File: src/rtl/prio_arbiter_rr_pkg.sv
// Shared constants, FSM state type and the index-width helper for the
// priority / round-robin arbiter.
package prio_arbiter_rr_pkg;

   localparam logic MODE_FIXED = 1'b0;
   localparam logic MODE_RR    = 1'b1;

   typedef enum logic {
      ST_IDLE  = 1'b0,
      ST_GRANT = 1'b1
   } state_e;

   function automatic int clog2(input int n);
      int r;
      r = 0;
      while ((1 << r) < n) r = r + 1;
      return r;
   endfunction

endpackage

File: src/rtl/prio_enc.sv
// Combinational N-to-W priority encoder: reports the highest set index of
// in_vec, with vld flagging that any bit was set.
module prio_enc
   import prio_arbiter_rr_pkg::*;
#(
   parameter int N = 8,
   parameter int W = clog2(N)
) (
   input  logic [N-1:0] in_vec,
   output logic [W-1:0] idx,
   output logic         vld
);

   always_comb begin
      idx = '0;
      vld = |in_vec;
      // Ascending scan so the last (highest) set bit wins.
      for (int i = 0; i < N; i++) begin
         if (in_vec[i]) idx = W'(i);
      end
   end

endmodule

File: src/rtl/prio_arbiter_rr.sv
// Sticky-grant arbiter with selectable fixed (highest index wins) or
// round-robin arbitration; grants are registered and held until ack.
module prio_arbiter_rr
   import prio_arbiter_rr_pkg::*;
#(
   parameter  int N = 8,
   localparam int W = clog2(N)
) (
   input  logic         clk,
   input  logic         rst,
   input  logic [N-1:0] req,
   input  logic         mode,
   input  logic         ack,
   output logic         gnt_valid,
   output logic [W-1:0] gnt_idx,
   output logic [N-1:0] gnt_onehot
);

   state_e         state_q, state_d;
   logic [W-1:0]   gnt_idx_q, gnt_idx_d;
   logic [N-1:0]   gnt_onehot_q, gnt_onehot_d;
   logic [W-1:0]   rr_ptr_q, rr_ptr_d;

   logic           arb;
   logic [N-1:0]   cand;
   logic [W-1:0]   ptr_eff;
   logic [W-1:0]   start;
   logic [N-1:0]   rot;
   logic [N-1:0]   rev;
   logic [N-1:0]   enc_in;
   logic [W-1:0]   enc_idx;
   logic           enc_vld;
   logic [W:0]     rr_sum;
   logic [W-1:0]   win_idx;

   // Candidate vector and search origin for this edge's arbitration.
   // On an ack, the pointer that matters is the one being committed now.
   always_comb begin
      arb     = 1'b0;
      cand    = '0;
      ptr_eff = rr_ptr_q;
      case (state_q)
         ST_IDLE: begin
            arb  = 1'b1;
            cand = req;
         end
         ST_GRANT: begin
            if (ack) begin
               arb     = 1'b1;
               cand    = req & ~gnt_onehot_q;
               ptr_eff = gnt_idx_q;
            end
         end
         default: ;
      endcase

      start = (ptr_eff == W'(N - 1)) ? '0 : ptr_eff + W'(1);
      rot   = N'({cand, cand} >> start);
      // The encoder picks the highest bit; reversing turns that into
      // "first set bit ascending from start".
      for (int i = 0; i < N; i++) rev[i] = rot[N-1-i];
      enc_in = (mode == MODE_RR) ? rev : cand;
   end

   prio_enc #(.N(N), .W(W)) u_enc (
      .in_vec (enc_in),
      .idx    (enc_idx),
      .vld    (enc_vld)
   );

   always_comb begin
      rr_sum = {1'b0, start} + {1'b0, W'(N - 1) - enc_idx};
      if (rr_sum >= (W + 1)'(N)) rr_sum = rr_sum - (W + 1)'(N);
      win_idx = (mode == MODE_RR) ? rr_sum[W-1:0] : enc_idx;

      state_d   = state_q;
      gnt_idx_d = gnt_idx_q;
      rr_ptr_d  = rr_ptr_q;
      if (state_q == ST_GRANT && ack) rr_ptr_d = gnt_idx_q;
      if (arb) begin
         if (enc_vld) begin
            state_d   = ST_GRANT;
            gnt_idx_d = win_idx;
         end else begin
            state_d = ST_IDLE;
         end
      end
      gnt_onehot_d = (state_d == ST_GRANT) ? (N'(1) << gnt_idx_d) : '0;
   end

   always_ff @(posedge clk) begin
      if (rst) begin
         state_q      <= ST_IDLE;
         gnt_idx_q    <= '0;
         gnt_onehot_q <= '0;
         rr_ptr_q     <= W'(N - 1);
      end else begin
         state_q      <= state_d;
         gnt_idx_q    <= gnt_idx_d;
         gnt_onehot_q <= gnt_onehot_d;
         rr_ptr_q     <= rr_ptr_d;
      end
   end

   assign gnt_valid  = (state_q == ST_GRANT);
   assign gnt_idx    = gnt_idx_q;
   assign gnt_onehot = gnt_onehot_q;

endmodule

File: config.mk
export PLATFORM = sky130hd
export DESIGN_NAME = prio_arbiter_rr
export DESIGN_NICKNAME = d
export VERILOG_FILES = /design/src/rtl/prio_arbiter_rr_pkg.sv /design/src/rtl/prio_enc.sv /design/src/rtl/prio_arbiter_rr.sv
export SDC_FILE = /design/constraint.sdc
export NUM_CORES = 1
export LEC_CHECK = 0
export BUFFER_PORTS_ARGS = -buffer_cell sky130_fd_sc_hd__buf_4
export CAP_MARGIN = 0
export CORE_ASPECT_RATIO = 1.4
export CORE_MARGIN = 2
export CORE_UTILIZATION = 48
export DETAILED_ROUTE_END_ITERATION = 16
export PLACE_DENSITY = 0.71
export REMOVE_ABC_BUFFERS = 1
export SLEW_MARGIN = 10
export SYNTH_ARGS = -nofsm -noshare
export SYNTH_HDL_FRONTEND = slang
export SYNTH_SLANG_ARGS = --single-unit
export TNS_END_PERCENT = 30
File: constraint.sdc
create_clock -name clk -period 6.6 [get_ports clk]
set_clock_uncertainty 0.15 [all_clocks]
set_input_delay 1.32 -clock clk [delete_from_list [all_inputs] [get_ports clk]]
set_output_delay 1.32 -clock clk [all_outputs]
set_load 0.01 [all_outputs]
## After elaboration in Yosys (flattened, before gate mapping)

Index checks and enable logic that the tools add are counted.

- Bits of input ports: 12
- Register bits after elaboration: 15
- Output and inout port bits: 12
- Word-level logic and storage cells: 40

- Magnitude comparators: 1
- Equality and inequality tests: 1
- Muxes and demuxes: 21
- Reduce and logical (&&, ||, !) cells: 3
- $add $sub $neg: 4
- Bitwise logic cells: 4
- Shift operators: 2

Operator list:

| cell | number |
|---|---|
| $mux W3 | 11 |
| $mux W8 | 2 |
| $pmux W8 S2 | 1 |
| $shr A16 B3 Y8 | 1 |
| $and A8 B8 Y8 | 1 |
| $not A8 Y8 | 1 |
| $reduce_or A8 Y1 | 1 |
| $shl A1 B3 Y8 const A | 1 |
| $add A3 B3 Y4 | 1 |
| $ge A4 B4 Y1 const B | 1 |
| $mux W1 | 4 |
| $mux W2 | 2 |
| $add A3 B1 Y3 const B | 1 |
| $eq A3 B3 Y1 const B | 1 |
| $sub A3 B1 Y3 const B | 1 |
| $sub A3 B3 Y3 const A | 1 |
| $not A1 Y1 | 2 |
| $pmux W1 S2 | 1 |
| $reduce_or A2 Y1 | 1 |
| $logic_and A1 B1 Y1 | 1 |

## Logic depth before layout (Yosys ltp)

- Depth in word-level cells: 21
- Mapped depth: 18
- Depth with buffers taken out: 16

## Hierarchy

From an unflattened synthesis, not the netlist that was laid out.

- Cells, all modules: 142
- Area, all modules: 1203.7 sq um

By module, submodules not included:

| module | cells an instance | seq. area each (sq um) | area an instance (sq um) | instances |
|---|---|---|---|---|
| prio_arbiter_rr | 130 | 300.3 | 1137.3 | 1 |
| prio_enc | 12 | 0.0 | 66.3 | 1 |

## Least setup slack after synthesis

Ideal clock, no wire load.

- Path type: input port to flip-flop
- From: in ack
- To: reg gnt_onehot_q[2], in the netlist gnt_onehot[2]
- Data required time: 6333 ps
- Setup time: 117 ps
- Stages: 17
- Path buffers: 2
- Data arrival time: 5184 ps
- Setup slack: 1149 ps
- Cell sequence: nand2_2 mux2i_4 buf_6 inv_1 ha_1 buf_1 mux4_2 a21oi_1 o21ai_0 o21a_1 ha_1 fa_1 xor2_1 nor2b_1 a211oi_1 o21bai_1 and4bb_1

- Cells in the longest elaborated chain, start to end: 21
- Elaborated cells between the ends (all ways): 32
- Classes of those cells: add/sub (4); order compare (1); eq/ne (1); shift (2); mux (21); bitwise (1); reduce/logical (2)

Ends and longest elaborated chain:

| item | RTL line | source |
|---|---|---|
| from (decl) | prio_arbiter_rr.sv:13 | `input logic ack,` |
| $mux W3 | prio_arbiter_rr.sv:48 | `if (ack) begin` |
| $mux W3 | prio_arbiter_rr.sv:42 | `case (state_q)` |
| $add A3 B1 Y3 or $eq A3 B3 Y1 (tied branches) | prio_arbiter_rr.sv:57 | `start = (ptr_eff == W'(N - 1)) ? '0 : ptr_eff + W'(1);` |
| $mux W3 | prio_arbiter_rr.sv:57 |  |
| $shr A16 B3 Y8 | prio_arbiter_rr.sv:58 | `rot = N'({cand, cand} >> start);` |
| $mux W8 | prio_arbiter_rr.sv:62 | `enc_in = (mode == MODE_RR) ? rev : cand;` |
| $mux W1 | prio_enc.sv:19 | `if (in_vec[i]) idx = W'(i);` |
| $mux W2 (2 in series) | prio_enc.sv:19 |  |
| $mux W3 (4 in series) | prio_enc.sv:19 |  |
| $sub A3 B3 Y3 | prio_arbiter_rr.sv:72 | `rr_sum = {1'b0, start} + {1'b0, W'(N - 1) - enc_idx};` |
| $add A3 B3 Y4 | prio_arbiter_rr.sv:72 |  |
| $ge A4 B4 Y1 or $sub A3 B1 Y3 (tied branches) | prio_arbiter_rr.sv:73 | `if (rr_sum >= (W + 1)'(N)) rr_sum = rr_sum - (W + 1)'(N);` |
| $mux W3 | prio_arbiter_rr.sv:73 |  |
| $mux W3 | prio_arbiter_rr.sv:74 | `win_idx = (mode == MODE_RR) ? rr_sum[W-1:0] : enc_idx;` |
| $mux W3 | prio_arbiter_rr.sv:81 | `if (enc_vld) begin` |
| $mux W3 | prio_arbiter_rr.sv:80 | `if (arb) begin` |
| $shl A1 B3 Y8 | prio_arbiter_rr.sv:88 | `gnt_onehot_d = (state_d == ST_GRANT) ? (N'(1) << gnt_idx_d) : '0;` |
| to (signal assigned) | prio_arbiter_rr.sv:100 | `gnt_onehot_q <= gnt_onehot_d;` |
| to (decl) | prio_arbiter_rr.sv:21 | `logic [N-1:0] gnt_onehot_q, gnt_onehot_d;` |

Several ways; a longest one is shown, not always the timed one.
A chain may end at the register's enable or synchronous reset.

## Worst setup path in the final report

Ends and elaborated chain as after synthesis.

==> impl_metrics.json <==
{
  "run_status": "completed",
  "cts_sinks": 15,
  "slew_viol_final": 0,
  "max_stage_delay_ns": 0.58,
  "yosys.area.top_type_share": 0.235,
  "drtAntennaViolNets": 0,
  "multi_input_area_um2": 927,
  "seq_area_um2": 300,
  "syn_area_mm2": 0.00128,
  "ctsResizeCount": 0,
  "core_mm2": 0.00259,
  "min_from": "rr_ptr_q[1]",
  "cap_violations": 0,
  "finalCritPeriodShare": 0.871,
  "die_h_um": 65.0,
  "io_pins": 24,
  "synth_area_leaders": "dfxtp_1, mux4_2, mux2i_1",
  "hpwl_um": 2510,
  "viasPerCell": 6.02,
  "initial_core_util": 0.493,
  "layout-drive-gt1-share": 0.284,
  "drtPass1Iterations": 4,
  "syn_inst": 132,
  "cts_hold_buf": 0,
  "finalHoldViolCount": 0,
  "ys_seq_area_frac": 0.235,
  "dieWidth_um": 47.6,
  "synth_warnings": 0,
  "track_usage": 0.222,
  "setup-violations-final": 0,
  "r2r_start": "gnt_valid",
  "row_count": 22,
  "ys_async_sr_fraction": 0,
  "grt_pass1_wl_um": 5120,
  "startpoint_type": "input pin",
  "area_growth_syn_to_layout_pct": 17.4,
  "tightestPinTransition_ns": 0.539,
  "fillCellCount": 254,
  "cts_buffer_depth": 2,
  "grt_max_degree": 22,
  "critPathMostFrequentCell": "ha_1",
  "synth_area_leader_cell": "dfxtp_1",
  "cp_data_required_time_ns": 6.62,
  "dieArea_mm2": 0.00309,
  "final_nets": 171,
  "cts-buffers-inserted": 3,
  "clkSlewWorstSetupHoldPaths_ns": 0.08,
  "fmax_mhz": 174,
  "hold_class": "reg2reg",
  "ys_top_cells_by_count": "dfxtp_1, mux2i_1, nor2_1",
  "wirelength_um": 3070,
  "cts_setup_buffers": 0,
  "grt_pass1_vias": 1151,
  "place_area_mm2": 0.00147,
  "vias": 1149,
  "yosysMostFrequentCell": "dfxtp_1",
  "arrival_ns": 5.77,
  "holdPathStages": 2,
  "antenna_cells": 0,
  "syn_avg_cell_area_um2": 9.67,
  "routabilityCongestion": 0.911,
  "crit_path_top_delay_cell": "ha_1",
  "placedCellCount": 187,
  "grt_overflow_total": 0,
  "p_per_area_mw_per_mm2": 437,
  "route.detailed.drc": 0,
  "h-tree-depth": 1,
  "end_kind": "flop",
  "portBuffers": 23,
  "tns_ns": 0,
  "fin_crit_ns": 5.75,
  "rsz0062_at_grt": "no",
  "pre_cts_slack_ns": 0.526,
  "vdd_drop_max_mv": 0.304,
  "wire_per_inst_um": 16.1,
  "ff2ff_path_depth": 15,
  "clk_latency_ns": 0.27,
  "antenna_found_initial": 0,
  "synth_cell_type_count": 46,
  "setup_ws_ns": 0.852,
  "synth_seq_cells": 15,
  "synth_ff_type": "dfxtp_1",
  "cts_tree": "built",
  "maxSlewHeadroom": 0.633,
  "timing.critical_path.cells": "buf_4 > nand2_2 > mux2i_4 > inv_1 > ha_1 > mux4_2 > a21oi_1 > o21ai_0 > o21a_1 > ha_1 > fa_1 > xor2_1 > nor2b_1 > a211oi_1 > o21bai_1 > and4bb_1",
  "root_buffer": "clkbuf_4",
  "worstSetupPathType": "in2reg",
  "fin_area_mm2": 0.00150,
  "leakage_nw": 0.656,
  "critPathMaxFanout": 12,
  "synth-edff-count": 0,
  "final_cells": 191,
  "crit_start": "ack",
  "first_iter_violations": 24
}
==> through the flow <==
step	util	total power [mW]	hold slack, ns
final	0.579	0.654	0.443
after global routing	0.579	0.703	0.455
after CTS	0.579	0.657	0.450
after detailed placement	0.569	0.605	0.429
after global placement	0.569	0.590	0.415
after floorplan	-	0.480	0.385
==> registers in the layout, summed over array words and instances (netlist names) <==
register    flops
gnt_onehot      8
gnt_idx         3
rr_ptr_q        3
gnt_valid       1
==> cells by family after synthesis <==
logic type      after synthesis  synth area share
fa+ha+maj                     3            0.0353
buf+inv                      10            0.0382
simple gates                 42             0.201
mux                          25             0.286
flops                        15             0.235
xor+xnor                      2            0.0137
compound gates               35             0.190
==> final cells by class <==
cell class | instances | area share
Multi-Input combinational cell | 107 | 0.619
Sequential cell | 15 | 0.201
Timing Repair Buffer | 24 | 0.120
Tap cell | 36 | 0.0301
Clock buffer | 4 | 0.0175
Inverter | 5 | 0.0125
==> final timing paths <==
check	to	slack (ns)
min	rr_ptr_q[1]	0.44
min reg2reg	rr_ptr_q[1]	0.44
max reg2reg	gnt_onehot[2]	1.63
max	gnt_onehot[2]	0.85
==> metal layers <==
| metal | global-route usage | up-vias | wire [µm] |
|---|---|---|---|
| li1 | - | 556 | - |
| met3 | 0.0139 | 7 | 120 |
| met2 | 0.392 | 40 | 1660 |
| met1 | 0.265 | 546 | 1230 |
| met5 | 0 | - | 0 |
| met4 | 0.0845 | 0 | 55 |
==> worst max-delay path: cells and delay by family <==
family	cells	cell delay [ns]
AOI/OAI and AO/OA	5	1.14
xor gates and xnor gates	1	0.17
adders and majority gates	3	1.16
buffers and inverters	2	0.24
muxes	2	1.08
and+or+nand+nor	3	0.65
==> report_power, final <==
group,leakage [nW],internal (mW),switching (mW),total (mW)
Combinational,0.518,0.222,0.239,0.462
Sequential,0.123,0.120,0.0227,0.143
Clock,0.0150,0.0234,0.0261,0.0495
Total,0.656,0.366,0.288,0.654
==> layout by cell type (no fill, tap or decap), drive strengths merged, types with 2 or more instances in the layout <==
cell type and n:
a211oi 2, a21o 5, a21oi 8, and4 2
and4bb 2, buf 24, clkbuf 4, dfxtp 15
ha 2, inv 5, mux2 2, mux2i 15
mux4 8, nand2 2, nand2b 2, nor2 11
nor2b 9, nor3 5, nor3b 2, o211ai 2
o21ai 9, o21bai 2
Note: power is estimated with default switching activity, not from simulation.
